[config.mk]
export PLATFORM = sky130hd
export DESIGN_NAME = regfile_mp_flat
export DESIGN_NICKNAME = d
export VERILOG_FILES = /design/src/rtl/regfile_pkg.sv /design/src/rtl/regfile_if.sv /design/src/rtl/regfile_scoreboard.sv /design/src/rtl/regfile_mp.sv /design/src/flat_wrapper.sv
export SDC_FILE = /design/constraint.sdc
export NUM_CORES = 1
export LEC_CHECK = 0
export BUFFER_PORTS_ARGS = -buffer_cell sky130_fd_sc_hd__buf_2
export CAP_MARGIN = 0
export CORE_ASPECT_RATIO = 1.5
export CORE_MARGIN = 5
export CORE_UTILIZATION = 43
export DETAILED_ROUTE_END_ITERATION = 16
export PLACE_DENSITY = 0.55
export SYNTH_ARGS = -nofsm -noshare
export SYNTH_HDL_FRONTEND = slang
export SYNTH_HIERARCHICAL = 1
export SYNTH_SLANG_ARGS = --single-unit
[constraint.sdc]
create_clock -name clk -period 10 [get_ports clk]
set_input_delay 0.5 -clock clk [delete_from_list [all_inputs] [get_ports clk]]
set_output_delay 0.5 -clock clk [all_outputs]
set_load 0.02 [all_outputs]
[src/rtl/regfile_pkg.sv]
// regfile_mp shared constants and types.
// Optional bypass is selected with REGFILE_BYPASS_EN.
package regfile_pkg;

  localparam int DEF_DATA_WIDTH = 32;
  localparam int DEF_ADDR_WIDTH = 5;
  localparam int DEF_NUM_READ   = 2;
  localparam int ZERO_REG       = 0;

  typedef enum logic {
    SWEEP,
    RUN
  } sweep_state_t;

endpackage

[src/rtl/regfile_if.sv]
// Decode/writeback side bundle of the register file.
// Master drives addresses and strobes; slave returns data.
interface regfile_if #(
  parameter int DATA_WIDTH = 32,
  parameter int ADDR_WIDTH = 5,
  parameter int NUM_READ   = 2
) ();

  logic [NUM_READ*ADDR_WIDTH-1:0] read_address;
  logic [NUM_READ*DATA_WIDTH-1:0] read_data;
  logic [NUM_READ-1:0]            read_pending;
  logic                           write_enable;
  logic [ADDR_WIDTH-1:0]          write_address;
  logic [DATA_WIDTH-1:0]          write_data;
  logic                           reserve_en;
  logic [ADDR_WIDTH-1:0]          reserve_address;
  logic                           ready;

  modport master (
    output read_address,
    output write_enable,
    output write_address,
    output write_data,
    output reserve_en,
    output reserve_address,
    input  read_data,
    input  read_pending,
    input  ready
  );

  modport slave (
    input  read_address,
    input  write_enable,
    input  write_address,
    input  write_data,
    input  reserve_en,
    input  reserve_address,
    output read_data,
    output read_pending,
    output ready
  );

endinterface

[src/rtl/regfile_scoreboard.sv]
// Pending-write bit per register with per-port lookup.
// A same-cycle set beats a clear: it is the newer producer.
module regfile_scoreboard
  import regfile_pkg::*;
#(
  parameter int ADDR_WIDTH = DEF_ADDR_WIDTH,
  parameter int NUM_READ   = DEF_NUM_READ
) (
  input  logic                           clk,
  input  logic                           reset_n,
  input  logic                           ready,
  input  logic                           set_en,
  input  logic [ADDR_WIDTH-1:0]          set_addr,
  input  logic                           clr_en,
  input  logic [ADDR_WIDTH-1:0]          clr_addr,
  input  logic [NUM_READ*ADDR_WIDTH-1:0] lookup_addr,
  output logic [NUM_READ-1:0]            lookup_pending
);

  localparam int DEPTH = 1 << ADDR_WIDTH;
  localparam logic [ADDR_WIDTH-1:0] ZR =
    ADDR_WIDTH'(ZERO_REG);

  logic [DEPTH-1:0] pending;

  always_ff @(posedge clk or negedge reset_n) begin
    if (!reset_n) begin
      pending <= '0;
    end else if (ready) begin
      if (clr_en && clr_addr != ZR)
        pending[clr_addr] <= 1'b0;
      if (set_en && set_addr != ZR)
        pending[set_addr] <= 1'b1;
    end
  end

  always_comb begin
    lookup_pending = '0;
    for (int k = 0; k < NUM_READ; k++)
      lookup_pending[k] = ready &
        pending[lookup_addr[k*ADDR_WIDTH +: ADDR_WIDTH]];
  end

endmodule

[src/rtl/regfile_mp.sv]
// Multi-read-port RV32I register file with clear sweep.
// REGFILE_BYPASS_EN forwards same-cycle writes to reads.
module regfile_mp
  import regfile_pkg::*;
#(
  parameter int DATA_WIDTH = DEF_DATA_WIDTH,
  parameter int ADDR_WIDTH = DEF_ADDR_WIDTH,
  parameter int NUM_READ   = DEF_NUM_READ
) (
  input  logic     clk,
  input  logic     reset_n,
  regfile_if.slave bus
);

  localparam int DEPTH = 1 << ADDR_WIDTH;
  localparam logic [ADDR_WIDTH-1:0] ZR =
    ADDR_WIDTH'(ZERO_REG);

  sweep_state_t          state;
  logic [ADDR_WIDTH-1:0] idx;
  logic                  ready;
  logic [DATA_WIDTH-1:0] regs [DEPTH];
  logic [NUM_READ*DATA_WIDTH-1:0] rdata;
  logic                  wr;

  assign wr = ready && bus.write_enable &&
              bus.write_address != ZR;

  always_ff @(posedge clk or negedge reset_n) begin
    if (!reset_n) begin
      state <= SWEEP;
      idx   <= ADDR_WIDTH'(1);
      ready <= 1'b0;
    end else begin
      unique case (state)
        SWEEP: begin
          idx <= idx + 1'b1;
          if (&idx) begin
            state <= RUN;
            ready <= 1'b1;
          end
        end
        RUN: state <= RUN;
        default: state <= SWEEP;
      endcase
    end
  end

  // x0 is never stored; the read mux forces it to zero
  always_ff @(posedge clk) begin
    if (state == SWEEP)
      regs[idx] <= '0;
    else if (wr)
      regs[bus.write_address] <= bus.write_data;
  end

  always_comb begin
    rdata = '0;
    for (int k = 0; k < NUM_READ; k++) begin
      if (ready &&
          bus.read_address[k*ADDR_WIDTH +: ADDR_WIDTH] != ZR) begin
        rdata[k*DATA_WIDTH +: DATA_WIDTH] =
          regs[bus.read_address[k*ADDR_WIDTH +: ADDR_WIDTH]];
`ifdef REGFILE_BYPASS_EN
        if (wr && bus.write_address ==
            bus.read_address[k*ADDR_WIDTH +: ADDR_WIDTH])
          rdata[k*DATA_WIDTH +: DATA_WIDTH] = bus.write_data;
`endif
      end
    end
  end

  assign bus.read_data = rdata;
  assign bus.ready     = ready;

  regfile_scoreboard #(
    .ADDR_WIDTH (ADDR_WIDTH),
    .NUM_READ   (NUM_READ)
  ) u_sb (
    .clk            (clk),
    .reset_n        (reset_n),
    .ready          (ready),
    .set_en         (bus.reserve_en),
    .set_addr       (bus.reserve_address),
    .clr_en         (bus.write_enable),
    .clr_addr       (bus.write_address),
    .lookup_addr    (bus.read_address),
    .lookup_pending (bus.read_pending)
  );

endmodule

[src/flat_wrapper.sv]
// flat-port wrapper written by rule: the top's interface ports become plain ports
module regfile_mp_flat import regfile_pkg::*;
#(
  parameter int DATA_WIDTH = DEF_DATA_WIDTH,
  parameter int ADDR_WIDTH = DEF_ADDR_WIDTH,
  parameter int NUM_READ   = DEF_NUM_READ
)
  (clk, reset_n, bus_read_address, bus_write_enable, bus_write_address, bus_write_data, bus_reserve_en, bus_reserve_address, bus_read_data, bus_read_pending, bus_ready);
  regfile_if #(.DATA_WIDTH(DATA_WIDTH), .ADDR_WIDTH(ADDR_WIDTH), .NUM_READ(NUM_READ)) bus_i ();
  input  logic clk;
  input  logic reset_n;
  input wire logic [$bits(bus_i.read_address)-1:0] bus_read_address;
  input wire logic [$bits(bus_i.write_enable)-1:0] bus_write_enable;
  input wire logic [$bits(bus_i.write_address)-1:0] bus_write_address;
  input wire logic [$bits(bus_i.write_data)-1:0] bus_write_data;
  input wire logic [$bits(bus_i.reserve_en)-1:0] bus_reserve_en;
  input wire logic [$bits(bus_i.reserve_address)-1:0] bus_reserve_address;
  output wire logic [$bits(bus_i.read_data)-1:0] bus_read_data;
  output wire logic [$bits(bus_i.read_pending)-1:0] bus_read_pending;
  output wire logic [$bits(bus_i.ready)-1:0] bus_ready;
  assign bus_i.read_address = bus_read_address;
  assign bus_i.write_enable = bus_write_enable;
  assign bus_i.write_address = bus_write_address;
  assign bus_i.write_data = bus_write_data;
  assign bus_i.reserve_en = bus_reserve_en;
  assign bus_i.reserve_address = bus_reserve_address;
  assign bus_read_data = bus_i.read_data;
  assign bus_read_pending = bus_i.read_pending;
  assign bus_ready = bus_i.ready;
  regfile_mp #(.DATA_WIDTH(DATA_WIDTH), .ADDR_WIDTH(ADDR_WIDTH), .NUM_READ(NUM_READ)) u_core (.clk(clk), .reset_n(reset_n), .bus(bus_i));
endmodule
# Word level (Yosys, flattened, before mapping)
# Memories as Yosys holds them, arrays and structs flattened.
# Index checks and enable logic that the tools add are counted.
# totals
regBits,39
mem_bits_rw,1024
inputBits,56
out_inout_bits,67
wordCells,55
memories,1
# classes
add_sub_neg,1
n_lt_le_gt_ge,6
muxes,22
bitwise,6
n_reduce_logical,15
# memory_table
name,depth,width,rd,rd_ports_with_merged_regs,write_ports,line_no,source
u_core.regs,32,32,2,0,1,regfile_mp.sv:22,logic [DATA_WIDTH-1:0] regs [DEPTH];
# ops
op,n
2-to-1 mux 32 bit,6
bitwise AND 32 bit,1
NOT 32 bit,1
OR 32 bit,1
OR reduction 32 bit,1
"less-than comparator 5 x 6 -> 1 bit, second input constant",4
nonzero test 5 bit,4
binary-select mux 1 bit (select 5 bit),2
demux 1 bit (select 5 bit),2
"greater-or-equal comparator 5 x 1 -> 1 bit, second input constant",2
2-to-1 mux 1 bit,10
logical AND 1 bit,8
AND reduction 6 bit,1
"adder 5 x 1 -> 5 bit, second input constant",1
2-to-1 mux 5 bit,1
AND reduction 5 bit,1
bitwise AND 1 bit,2
case mux 1 bit (2 select lines),1
NOT 1 bit,1

# Logic depth before layout (Yosys ltp)
# logic_depth
word_depth,10
mapped_depth,8
depth_no_buf,4

# By module
# The synthesis kept the hierarchy.
# by_module_without_submodules
module,n_inst,cells_per_inst,area_per_inst_um2,seq_area_each_um2
regfile_mp,1,2463,48616.6,30925.9
regfile_scoreboard,1,190,2000.7,800.8

# Worst setup path after synthesis
# Ideal clock, no wire load.
# synth_path
path_type,register -> register
from,"register u_core.ready, in the netlist u_core/bus.ready"
to,"memory u_core.regs[22][0], enable pin"
arrival_ns,4.680
path_slack_ns,4.819
stages_incl_launch_ff,6
period_less_slack_ns,5.181
cell_sequence,dfrtp_1 > buf_4 > nand3_1 > a21oi_2 > mux2_4 > nor4_1
# synth_via
elab_chain_len,7
elab_cells_between_ends,8
cone_classes,mux (5); reduce/logical (3)
# synth_rtl
element,line_no,source
start: declaration,regfile_mp.sv:21,logic ready;
start signal: assignment,regfile_mp.sv:33,ready <= 1'b0;
start signal: assignment,regfile_mp.sv:40,ready <= 1'b1;
logical AND 1 bit * (2 in a row),regfile_mp.sv:26,assign wr = ready && bus.write_enable &&
2-to-1 mux 1 bit *,regfile_mp.sv:53,else if (wr)
2-to-1 mux 1 bit *,regfile_mp.sv:51,if (state == SWEEP)
2-to-1 mux 1 bit (implied by the code) *,regfile_mp.sv:54,regs[bus.write_address] <= bus.write_data;
OR reduction 32 bit (no line),--,
2-to-1 mux 5 bit (no line) / 2-to-1 mux 1 bit (equally long branches),--,
end: declaration,regfile_mp.sv:22,
# Every way passes the cells marked *; elsewhere a longest branch is shown, timed or not.

# Final worst setup path
# layout_path
from,input port bus_read_address[0]
to,output port bus_read_data[15]
# layout_via
elab_chain_len,3
elab_cells_between_ends,4
cone_classes,mux (1); reduce/logical (2); memory (1)
# layout_rtl
element,line_no,source
start: declaration,flat_wrapper.sv:12,input wire logic [$bits(bus_i.read_address)-1:0] bus_read_address;
"parallel branches: the longest is 2 deep, another holds memory read (32 x 32 bit)",--,
2-to-1 mux 32 bit *,regfile_mp.sv:60,if (ready &&
end: declaration,flat_wrapper.sv:18,output wire logic [$bits(bus_i.read_data)-1:0] bus_read_data;
# Mark *: on every way between the ends.

==> impl_metrics.ini <==
[placed_design]
place_congestion = 0.859
dp_slack_ps = 4890
io_buffers = 122
dp.cells = 4199
dp_hpwl_mm = 96.3

[routing]
postRouteAntennaNets = 0
wl_met2_mm = 83.2
drt_pass1_iterations = 5
routed-wl-met3_mm = 13.4
vias = 29400
highest_layer = met5
drt-total-wl_mm = 165
viasPerCell = 6.68
drtIter0Drc = 3218
wl_met1_mm = 62.9
wl_per_cell_um = 37.6
drc = 0

[layout]
area_growth_pct = 11.1
nFillCells = 9841
antenna_cells = 0
drive_above_1_share_pct = 32.1
final_cells = 4399
multi_input_area_sq_um = 17700
final_nets = 2807
seq_area_sq_um = 31700

[setup_path]
critPathMaxFanout = 72
critPathArrivalTime_ps = 4530
cpLargestDelayFamily = buffers and inverters
r2r_start = u_core/bus.ready$_DFFE_PN0P_
path_class = primary input to output port
crit_chain = buf_8 > buf_4 > buf_12 > mux4_2 > nor2b_1 > a211oi_1 > nor3_1 > buf_2
reg2reg_depth = 6
max_stage_delay_ps = 740
reg2reg_slack_ps = 5450
r2r_end = u_core/regs[0][18]$_DFFE_PP_
crit_path_end_kind = output port
startpoint_type = primary input
required_ps = 9500
cpMaxStageDelayCell = a211oi_1
cp_num_buf_inv = 4

[sta]
setup_viol = 0
finalHoldViolations = 0
max_freq_mhz = 199
fin_ws_ps = 4970
worst_pin_slew_ps = 1280
slew_headroom_pct = 14.8
skew_ps = 30.3
fin_tns_setup_ps = 0
timing.hold.ws_ps = 181
rsz0062_at_grt = no
layout_worst_path_cycle_share_pct = 50.3
min_period_ps = 5030
finalMaxSlewViolations = 0

[clocking]
clock_sinks = 1063
cts.htree.levels = 3
numCtsBuffers = 107
cts-root-buf = clkbuf_16
cts_tree = built
path_clk_slew_ps = 60
insertion_delay_ps = 720
post_cts_resized = 0
cts_buffer_depth = 3

[floorplanning]
initial_core_util_pct = 43.2
die_h_um = 430
io_pins = 123
core_sq_um = 117000
die_w_um = 290
row_count = 154
dieArea_sq_um = 125000

[logic_synthesis]
yosysMostFrequentCell = edfxtp_1
synth.cells.most_frequent = edfxtp_1, mux4_2, mux2i_1
post-synth-top-area-cell = edfxtp_1
yosys-top-cells-area = edfxtp_1, mux4_2, mux2i_1, dfrtp_1, buf_6
yosys_warnings = 6
synthesis.nets = 2711
postSynthCellCount = 2653
syn_area_sq_um = 50600
synth_top_area_share_pct = 60.7
synth.avg_cell_area_sq_um = 19.1
ys.flop_type = edfxtp_1
synthArstFlopShare_pct = 3.67
ys_seq_area_share_pct = 62.7
synth-edff-count = 1024
ys_ff_latch = 1063
synth.distinct_cells = 67

[global_route]
grt_pass1_vias = 30600
grt_pass1_wl_mm = 232
grt.overflow.total = 0
grt_max_degree = 119
antenna_found_initial = 9
grt_usage_pct = 25.9

[worst_hold_path]
min_path_type = primary input to flop
hold_end = u_core/u_sb/pending[23]$_DFFE_PN0P_
hold_depth = 3
min_from = bus_reserve_address[4]

[outcome]
status = completed

[flow_run]
cap_violations = 0

[power]
p_leak_uw = 0.0199
power.density_nw_per_um2 = 175
ir_drop_uv = 148
registers in the layout, indices dropped and copies added, names as in the netlist:
signal / flops
u_core/idx: 5
u_core/u_sb/pending: 32
u_core/regs: 1024
u_core/bus.ready: 1
u_core/state: 1
stage by stage:
step	util [%]	total power (uW)	cell area (sq um)
after floorplan	-	5580	50600
after global placement	45.0	5880	52700
after detailed placement	45.0	5900	52700
after CTS	48.0	9920	56200
after global routing	48.0	10100	56200
final	48.0	9830	56200
logic make-up (layout without fill, tap and decap cells):
logic type | after synthesis | in the layout | share of synthesized area, %
AO/OA/AOI/OAI | 315 | 315 | 4.50
adder cells (fa/ha/maj) | 2 | 2 | 0.0494
flip-flops | 1063 | 1063 | 62.7
AND/OR/NAND/NOR | 265 | 265 | 2.95
multiplexers | 789 | 789 | 27.0
XOR/XNOR | 3 | 3 | 0.0519
buffers and inverters | 216 | 402 | 2.74
layout make-up:
cell class,instances,share of cell area [%]
inverter,8,0.0534
multi-input combinational,1374,31.5
clock inverter,68,1.27
timing repair buffer,195,2.30
clock buffer,131,4.96
tap,1560,3.47
sequential,1063,56.4
routing by layer:
| layer | global-route usage, % | vias up |
|---|---|---|
| li1 | - | 11600 |
| met1 | 33.4 | 16000 |
| met2 | 44.3 | 1527 |
| met3 | 5.18 | 299 |
| met4 | 8.78 | 2 |
| met5 | 0 | - |
worst max path at each step:
| stage | slack [ps] | from | end | cells after the start |
|---|---|---|---|---|
| final | 4970 | bus_read_address[0] | bus_read_data[15] | 8 |
| after global placement | 4950 | bus_read_address[0] | bus_read_data[2] | 8 |
| after global routing | 4760 | bus_read_address[0] | bus_read_data[2] | 8 |
| after CTS | 4870 | bus_read_address[0] | bus_read_data[2] | 8 |
| after detailed placement | 4890 | bus_read_address[0] | bus_read_data[2] | 8 |
| after floorplan | 4820 | u_core/bus.ready$_DFFE_PN0P_ | u_core/regs[22][0]$_DFFE_PP_ | 5 |
worst reg2reg max path: stages (launching register included):
cell and delay [ps]:
dfrtp_1 1060, nand3_1 480, a21oi_4 260, buf_4 540
o21ai_0 470, nor2_4 740, buf_4 590
layout by cell type, fill, tap and decap left out, types with 38 or more instances in the layout:
master / n
a22oi_1: 53
buf_4: 66
buf_2: 116
edfxtp_1: 1024
o21ai_0: 66
dfrtp_1: 38
mux2i_1: 302
nand3_1: 55
clkbuf_16: 107
mux4_2: 454
repair_timing:
action,in CTS,in global routing
buffers inserted,0,0
hold buffers,1,0
endpoints found under the hold margin,38,0
report_power, final:
group          switching (uW)  internal [uW]  total, uW
registers                13.7           4910       4930
clock network            1730           2300       4030
logic                     568            306        874
total                    2310           7520       9830
(Power assumes the default switching activity.)
